==> src/rtl/display_7seg_multiplexado_pkg.sv <==
// ---------------------------------------------------------------------------
// display_7seg_multiplexado_pkg
// Shared definitions for the multiplexed 7-segment display driver.
// Segment codes are 7 bits ordered {a,b,c,d,e,f,g} and active-low. A 0 bit
// lights the segment. The decimal point is appended as the LSB of the
// 8-bit pin word.
// No ports (package).
// ---------------------------------------------------------------------------
package display_7seg_multiplexado_pkg;

    typedef logic [6:0] seg7_t;

    localparam seg7_t APAGADO = 7'b111_1111;

    localparam seg7_t CERO    = 7'b000_0001;
    localparam seg7_t UNO     = 7'b100_1111;
    localparam seg7_t DOS     = 7'b001_0010;
    localparam seg7_t TRES    = 7'b000_0110;
    localparam seg7_t CUATRO  = 7'b100_1100;
    localparam seg7_t CINCO   = 7'b010_0100;
    localparam seg7_t SEIS    = 7'b010_0000;
    localparam seg7_t SIETE   = 7'b000_1111;
    localparam seg7_t OCHO    = 7'b000_0000;
    localparam seg7_t NUEVE   = 7'b000_0100;

    localparam seg7_t HEX_A   = 7'b000_1000;
    localparam seg7_t HEX_B   = 7'b110_0000;
    localparam seg7_t HEX_C   = 7'b011_0001;
    localparam seg7_t HEX_D   = 7'b100_0010;
    localparam seg7_t HEX_E   = 7'b011_0000;
    localparam seg7_t HEX_F   = 7'b011_1000;

    // Bit position of the decimal point inside the 8-bit segment word
    localparam int POS_DP = 0;

endpackage

==> src/rtl/display_7seg_multiplexado_decodificador.sv <==
// ---------------------------------------------------------------------------
// decodificador_7seg
// Combinational nibble to 7-segment decoder (active-low, {a..g}).
// Ports:
//   valor      in  4  nibble to show
//   segmentos  out 7  active-low segment pattern {a,b,c,d,e,f,g}
// Parameter MODO_HEX selects whether 10..15 render as A,b,C,d,E,F
// or stay dark.
// ---------------------------------------------------------------------------
module decodificador_7seg
    import display_7seg_multiplexado_pkg::*;
#(
    parameter bit MODO_HEX = 1'b0
) (
    input  logic [3:0] valor,
    output logic [6:0] segmentos
);

    // Plain lookup. Values above nine fall back to dark unless hex mode
    // is enabled, so a decimal-only build never shows stray letters.
    always_comb begin
        segmentos = APAGADO;
        case (valor)
            4'd0:  segmentos = CERO;
            4'd1:  segmentos = UNO;
            4'd2:  segmentos = DOS;
            4'd3:  segmentos = TRES;
            4'd4:  segmentos = CUATRO;
            4'd5:  segmentos = CINCO;
            4'd6:  segmentos = SEIS;
            4'd7:  segmentos = SIETE;
            4'd8:  segmentos = OCHO;
            4'd9:  segmentos = NUEVE;
            4'd10: segmentos = MODO_HEX ? HEX_A : APAGADO;
            4'd11: segmentos = MODO_HEX ? HEX_B : APAGADO;
            4'd12: segmentos = MODO_HEX ? HEX_C : APAGADO;
            4'd13: segmentos = MODO_HEX ? HEX_D : APAGADO;
            4'd14: segmentos = MODO_HEX ? HEX_E : APAGADO;
            4'd15: segmentos = MODO_HEX ? HEX_F : APAGADO;
            default: segmentos = APAGADO;
        endcase
    end

endmodule

==> src/rtl/display_7seg_multiplexado.sv <==
// ---------------------------------------------------------------------------
// display_7seg_multiplexado
// Time-multiplexed driver for N_DIGITOS common-anode 7-segment digits.
// Ports:
//   clk             in  1            system clock
//   reset           in  1            synchronous, active-high reset
//   valores         in  4*N_DIGITOS  packed digits, [3:0] = digit 0
//   puntos          in  N_DIGITOS    decimal point per digit, 1 = lit
//   blanqueo_ceros  in  1            1 = suppress leading zeros
//   habilitar       in  1            0 = display dark (scan keeps running)
//   anodos          out N_DIGITOS    one-hot digit enable
//   cod7SEG         out 8            {a,b,c,d,e,f,g,dp}, active-low
// ---------------------------------------------------------------------------
module display_7seg_multiplexado
    import display_7seg_multiplexado_pkg::*;
#(
    parameter int N_DIGITOS         = 4,
    parameter int DIV_REFRESCO      = 50000,
    parameter bit MODO_HEX          = 1'b0,
    parameter bit ANODO_ACTIVO_BAJO = 1'b1
) (
    input  logic                     clk,
    input  logic                     reset,
    input  logic [4*N_DIGITOS-1:0]   valores,
    input  logic [N_DIGITOS-1:0]     puntos,
    input  logic                     blanqueo_ceros,
    input  logic                     habilitar,
    output logic [N_DIGITOS-1:0]     anodos,
    output logic [7:0]               cod7SEG
);

    localparam int PRE_W = (DIV_REFRESCO > 1) ? $clog2(DIV_REFRESCO) : 1;
    localparam int IDX_W = (N_DIGITOS > 1) ? $clog2(N_DIGITOS) : 1;
    localparam logic [PRE_W-1:0] PRE_MAX = PRE_W'(DIV_REFRESCO - 1);
    localparam logic [IDX_W-1:0] IDX_MAX = IDX_W'(N_DIGITOS - 1);
    localparam logic [N_DIGITOS-1:0] ANODOS_INACTIVOS = {N_DIGITOS{ANODO_ACTIVO_BAJO}};

    logic [PRE_W-1:0]         prescaler;
    logic [IDX_W-1:0]         indice;
    logic                     tick;
    logic                     inicio_trama;

    logic [4*N_DIGITOS-1:0]   snap_valores;
    logic [N_DIGITOS-1:0]     snap_puntos;
    logic                     snap_blanqueo;

    logic [3:0]               valor_actual;
    logic                     punto_actual;
    logic                     blanco_actual;
    logic [N_DIGITOS-1:0]     ceros_desde;
    logic [N_DIGITOS-1:0]     anodo_sel;
    logic [6:0]               seg_decod;

    assign tick         = (prescaler == PRE_MAX);
    assign inicio_trama = (prescaler == '0) && (indice == '0);

    // Refresh prescaler and digit index. The index only moves on the last
    // prescaler count, so each digit stays lit for DIV_REFRESCO cycles.
    // With a single digit IDX_MAX is zero and the index never leaves 0.
    always_ff @(posedge clk) begin
        if (reset) begin
            prescaler <= '0;
            indice    <= '0;
        end else begin
            if (tick) begin
                prescaler <= '0;
                indice    <= (indice == IDX_MAX) ? '0 : indice + 1'b1;
            end else begin
                prescaler <= prescaler + 1'b1;
            end
        end
    end

    // Frame snapshot. Capturing only at the start of digit 0 keeps a whole
    // frame coherent even if the datapath updates its result mid-scan.
    always_ff @(posedge clk) begin
        if (reset) begin
            snap_valores  <= '0;
            snap_puntos   <= '0;
            snap_blanqueo <= 1'b0;
        end else if (inicio_trama) begin
            snap_valores  <= valores;
            snap_puntos   <= puntos;
            snap_blanqueo <= blanqueo_ceros;
        end
    end

    // ceros_desde[k] is set when digit k and every digit above it are zero.
    // It is built from the top digit down so each entry reuses the one above.
    always_comb begin
        logic acumulado;
        acumulado   = 1'b1;
        ceros_desde = '0;
        for (int k = N_DIGITOS - 1; k >= 0; k--) begin
            acumulado      = acumulado && (snap_valores[4*k +: 4] == 4'd0);
            ceros_desde[k] = acumulado;
        end
    end

    // Select the digit addressed by the scan index. A loop compare is used
    // instead of a variable part-select so non-power-of-two digit counts
    // never index past the packed word.
    always_comb begin
        valor_actual  = 4'd0;
        punto_actual  = 1'b0;
        blanco_actual = 1'b0;
        anodo_sel     = '0;
        for (int k = 0; k < N_DIGITOS; k++) begin
            if (indice == IDX_W'(k)) begin
                valor_actual  = snap_valores[4*k +: 4];
                punto_actual  = snap_puntos[k];
                blanco_actual = (k > 0) && snap_blanqueo && ceros_desde[k];
                anodo_sel[k]  = 1'b1;
            end
        end
    end

    decodificador_7seg #(
        .MODO_HEX (MODO_HEX)
    ) u_decodificador (
        .valor     (valor_actual),
        .segmentos (seg_decod)
    );

    // Registered pin drivers. habilitar acts directly here rather than via
    // the snapshot, so darkening the display takes effect on the next edge.
    // A blanked digit keeps its decimal point.
    always_ff @(posedge clk) begin
        if (reset) begin
            anodos  <= ANODOS_INACTIVOS;
            cod7SEG <= {APAGADO, 1'b1};
        end else if (!habilitar) begin
            anodos  <= ANODOS_INACTIVOS;
            cod7SEG <= {APAGADO, 1'b1};
        end else begin
            anodos  <= ANODO_ACTIVO_BAJO ? ~anodo_sel : anodo_sel;
            cod7SEG <= {(blanco_actual ? APAGADO : seg_decod), ~punto_actual};
        end
    end

endmodule

==> config.mk <==
export PLATFORM = sky130hd
export DESIGN_NAME = display_7seg_multiplexado
export DESIGN_NICKNAME = d
export VERILOG_FILES = /design/src/rtl/display_7seg_multiplexado_pkg.sv /design/src/rtl/display_7seg_multiplexado_decodificador.sv /design/src/rtl/display_7seg_multiplexado.sv
export SDC_FILE = /design/constraint.sdc
export NUM_CORES = 1
export LEC_CHECK = 0
export ABC_AREA = 1
export BUFFER_PORTS_ARGS = -buffer_cell sky130_fd_sc_hd__buf_2
export CORE_MARGIN = 3
export CORE_UTILIZATION = 27
export DETAILED_ROUTE_END_ITERATION = 7
export PLACE_DENSITY_LB_ADDON = 0.25
export SYNTH_ARGS = -nofsm -noshare
export SYNTH_HDL_FRONTEND = slang
export SYNTH_HIERARCHICAL = 1
export SYNTH_SLANG_ARGS = --single-unit
==> constraint.sdc <==
create_clock -name clk -period 3.2 [get_ports clk]
set_input_delay 0.64 -clock clk [delete_from_list [all_inputs] [get_ports clk]]
set_output_delay 0.64 -clock clk [all_outputs]
set_load 0.1 [all_outputs]
==> metrics.cfg <==
[run_status]
status=finished, final reports clean

[timing]
fin_crit_sh_pct=72.0
clock_skew_ns=0.0135
hold_viol_final=0
setup-violations-final=0
tns_ns=0
post-route-min-period_ns=2.30
rsz0062_at_grt=false
tightestPinTransition_ns=0.863
fmax_mhz=434
drv_slew=0
relSlewSlack_pct=42.4

[critical_path]
r2r-end=cod7SEG[4]
worst_setup_path_end_kind=register
cp.arrival_ns=2.51
start_kind=register
cp_data_required_time_ns=3.41
regToRegSetupSlack_ns=0.90
cp_max_fo=7
rr_startpoint=indice[0]
critPathMaxStageDelay_ns=0.40
reg2reg_depth=12
crit_top_cell=inv_1
path_cells=inv_1 > ha_1 > inv_1 > o211ai_1 > a21oi_1 > inv_1 > ha_1 > nand2_1 > nand3_1 > nand2_1 > inv_1 > nand2_1
worstSetupPathType=register to register
worst_path_max_delay_cell=dfxtp_1
critPathBufInv=4
crit_family=adder cells

[route]
wire_per_inst_um=11.3
met2_length_um=2660
drc=0
wl_met1_um=3160
drt_first_pass_iters=4
wl_met3_um=195
drt_iter0_markers=139
maxUsedRoutingLayer=met4
routed_via_density=4.28
vias=2320
detail-route-antenna-nets=0
routed_wirelength_um=6120

[clock_tree]
post_cts_buffers=0
clock_path_buffers=2
postCtsHoldBufs=0
cts_resized=0
clock_latency_ns=0.32
cts_tree=built
root_buffer=clkbuf_8
cts-buffers-inserted=5
clock-sinks=51
htreeDepth=2
clk_pin_slew_ns=0.11

[pwr]
peakVddDrop_mv=0.152
p_per_area_mw_per_mm2=481
power.static_leakage_nw=1.33

[yosys]
syn_avg_cell_area_um2=7.02
netlist_instances=380
synth-async-reset-ratio_pct=0
ys.flop_type=dfxtp_1
syn_area_mm2=0.00267
ys_seq_area_share_pct=38.3
synth_edf_count=0
ys_ff_latch=51
yosys_warnings=6
ys_types=28
synth_nets=415

[floorplanning]
start_util_pct=28.3
core_mm2=0.00942
rows=35
io_pins=36
die_x_um=105
die_height_um=105
dieArea_mm2=0.0111

[cells_and_area]
diodes=0
nets=447
final_util_pct=32.2
final_area_mm2=0.00303
final_cells=542
syn_to_final_growth_pct=13.6
drive_above_1_share_pct=14.8

[global_route]
grt_max_degree=24
grt_usage_pct=11.5
grt_pass1_wl_um=10400
grt.overflow.total=0
grt_pass1_vias=2159
antenna_found_initial=0

[hold_path]
whs_path_depth=1
hold_start=snap_puntos[3]
hp-class=register to register
holdPathEnd=cod7SEG[0]

[placement]
place_area_mm2=0.00294
port_buffers=35
dp_cells=534
dp_hpwl_um=4610
routabilityCongestion=0.831

[flow_run]
maxCapViolCount=0

routing by layer:
layer,track usage [%],vias up
met5,0,-
met4,3.94,0
met3,2.76,9
met2,17.9,29
met1,15.5,1012
li1,-,1270
synth_stat cells, types with 2 or more instances:
master,instances,area share (%)
inv_1,39,5.5
nor2_2,5,1.2
nor2_1,59,8.3
buf_1,2,0.28
a21oi_1,40,7.5
nor2_4,2,0.84
xnor2_1,3,0.99
ha_1,11,5.2
inv_2,3,0.42
buf_4,6,1.7
buf_2,2,0.38
xor2_1,4,1.3
nand3_1,19,3.6
nand3_2,2,0.75
nand2_2,3,0.70
o21ai_0,4,0.75
nand2_1,90,13
nand4_1,4,0.94
dfxtp_1,51,38
nand3b_1,22,6.2
o211ai_1,2,0.56
through the flow:
step | setup WS [ns] | hold slack, ns | total power, mW
after floorplan | 1.17 | 0.408 | 1.02
after global routing | 0.622 | 0.459 | 1.56
after detailed placement | 0.875 | 0.456 | 1.09
final | 0.896 | 0.456 | 1.46
after CTS | 0.867 | 0.458 | 1.48
after global placement | 1.01 | 0.447 | 1.09
how the worst max path moves through the flow:
stage               from         end  slack, ns  cells after the start
5_1_grt        indice[0]  cod7SEG[4]       0.62                     12
3_5_place_dp   indice[0]  cod7SEG[4]       0.88                     12
2_1_floorplan  indice[0]  cod7SEG[4]       1.17                     12
4_1_cts        indice[0]  cod7SEG[4]       0.87                     12
3_3_place_gp   indice[0]  cod7SEG[4]       1.01                     12
6_report       indice[0]  cod7SEG[4]       0.90                     12
worst register-to-register path: cells and delay by family (launching register included):
| family | cells | cell delay [ns] |
|---|---|---|
| simple gates | 4 | 0.26 |
| fa+ha+maj | 2 | 0.60 |
| flops | 1 | 0.40 |
| compound gates | 2 | 0.48 |
| buf+inv | 4 | 0.46 |
layout by cell type, fill, tap and decap left out, types with 4 or more instances in the layout:
master	Yosys	final
dfxtp_1	51	51
nand2_1	90	90
nand3b_1	22	22
nand3_1	19	19
buf_2	2	35
nand4_1	4	4
nor2_2	5	5
inv_1	39	39
ha_1	11	11
xor2_1	4	4
a21oi_1	40	40
clkbuf_8	0	5
o21ai_0	4	4
nor2_1	59	59
where the power goes:
part	leakage, nW	internal (mW)	switching, mW
logic	0.869	0.0983	0.257
registers	0.420	0.686	0.0288
clock network	0.0408	0.157	0.231
total	1.33	0.942	0.517
final cells by class:
class / count / area [µm²]
fillers: 1056 / 6380
multi-input cells: 275 / 1410
flip-flops and latches: 51 / 1020
repair buffers: 36 / 183
inverters: 43 / 161
well taps: 129 / 161
clock buffers: 5 / 68.8
clock inverters: 3 / 23.8
registers in the layout, indices dropped and copies added, names as in the netlist:
| name | count |
|---|---|
| snap_puntos | 4 |
| anodos | 4 |
| snap_valores | 16 |
| snap_blanqueo | 1 |
| prescaler | 16 |
| cod7SEG | 8 |
| indice | 2 |
cells by family (layout without fill, tap and decap cells):
| kind of cell | Yosys count | in the layout | share of synthesized area (%) |
|---|---|---|---|
| simple gates | 209 | 209 | 36.0 |
| xor+xnor | 7 | 7 | 2.30 |
| buf+inv | 54 | 87 | 8.82 |
| compound gates | 48 | 48 | 9.43 |
| fa+ha+maj | 11 | 11 | 5.16 |
| flops | 51 | 51 | 38.3 |
(Power assumes the default switching activity.)
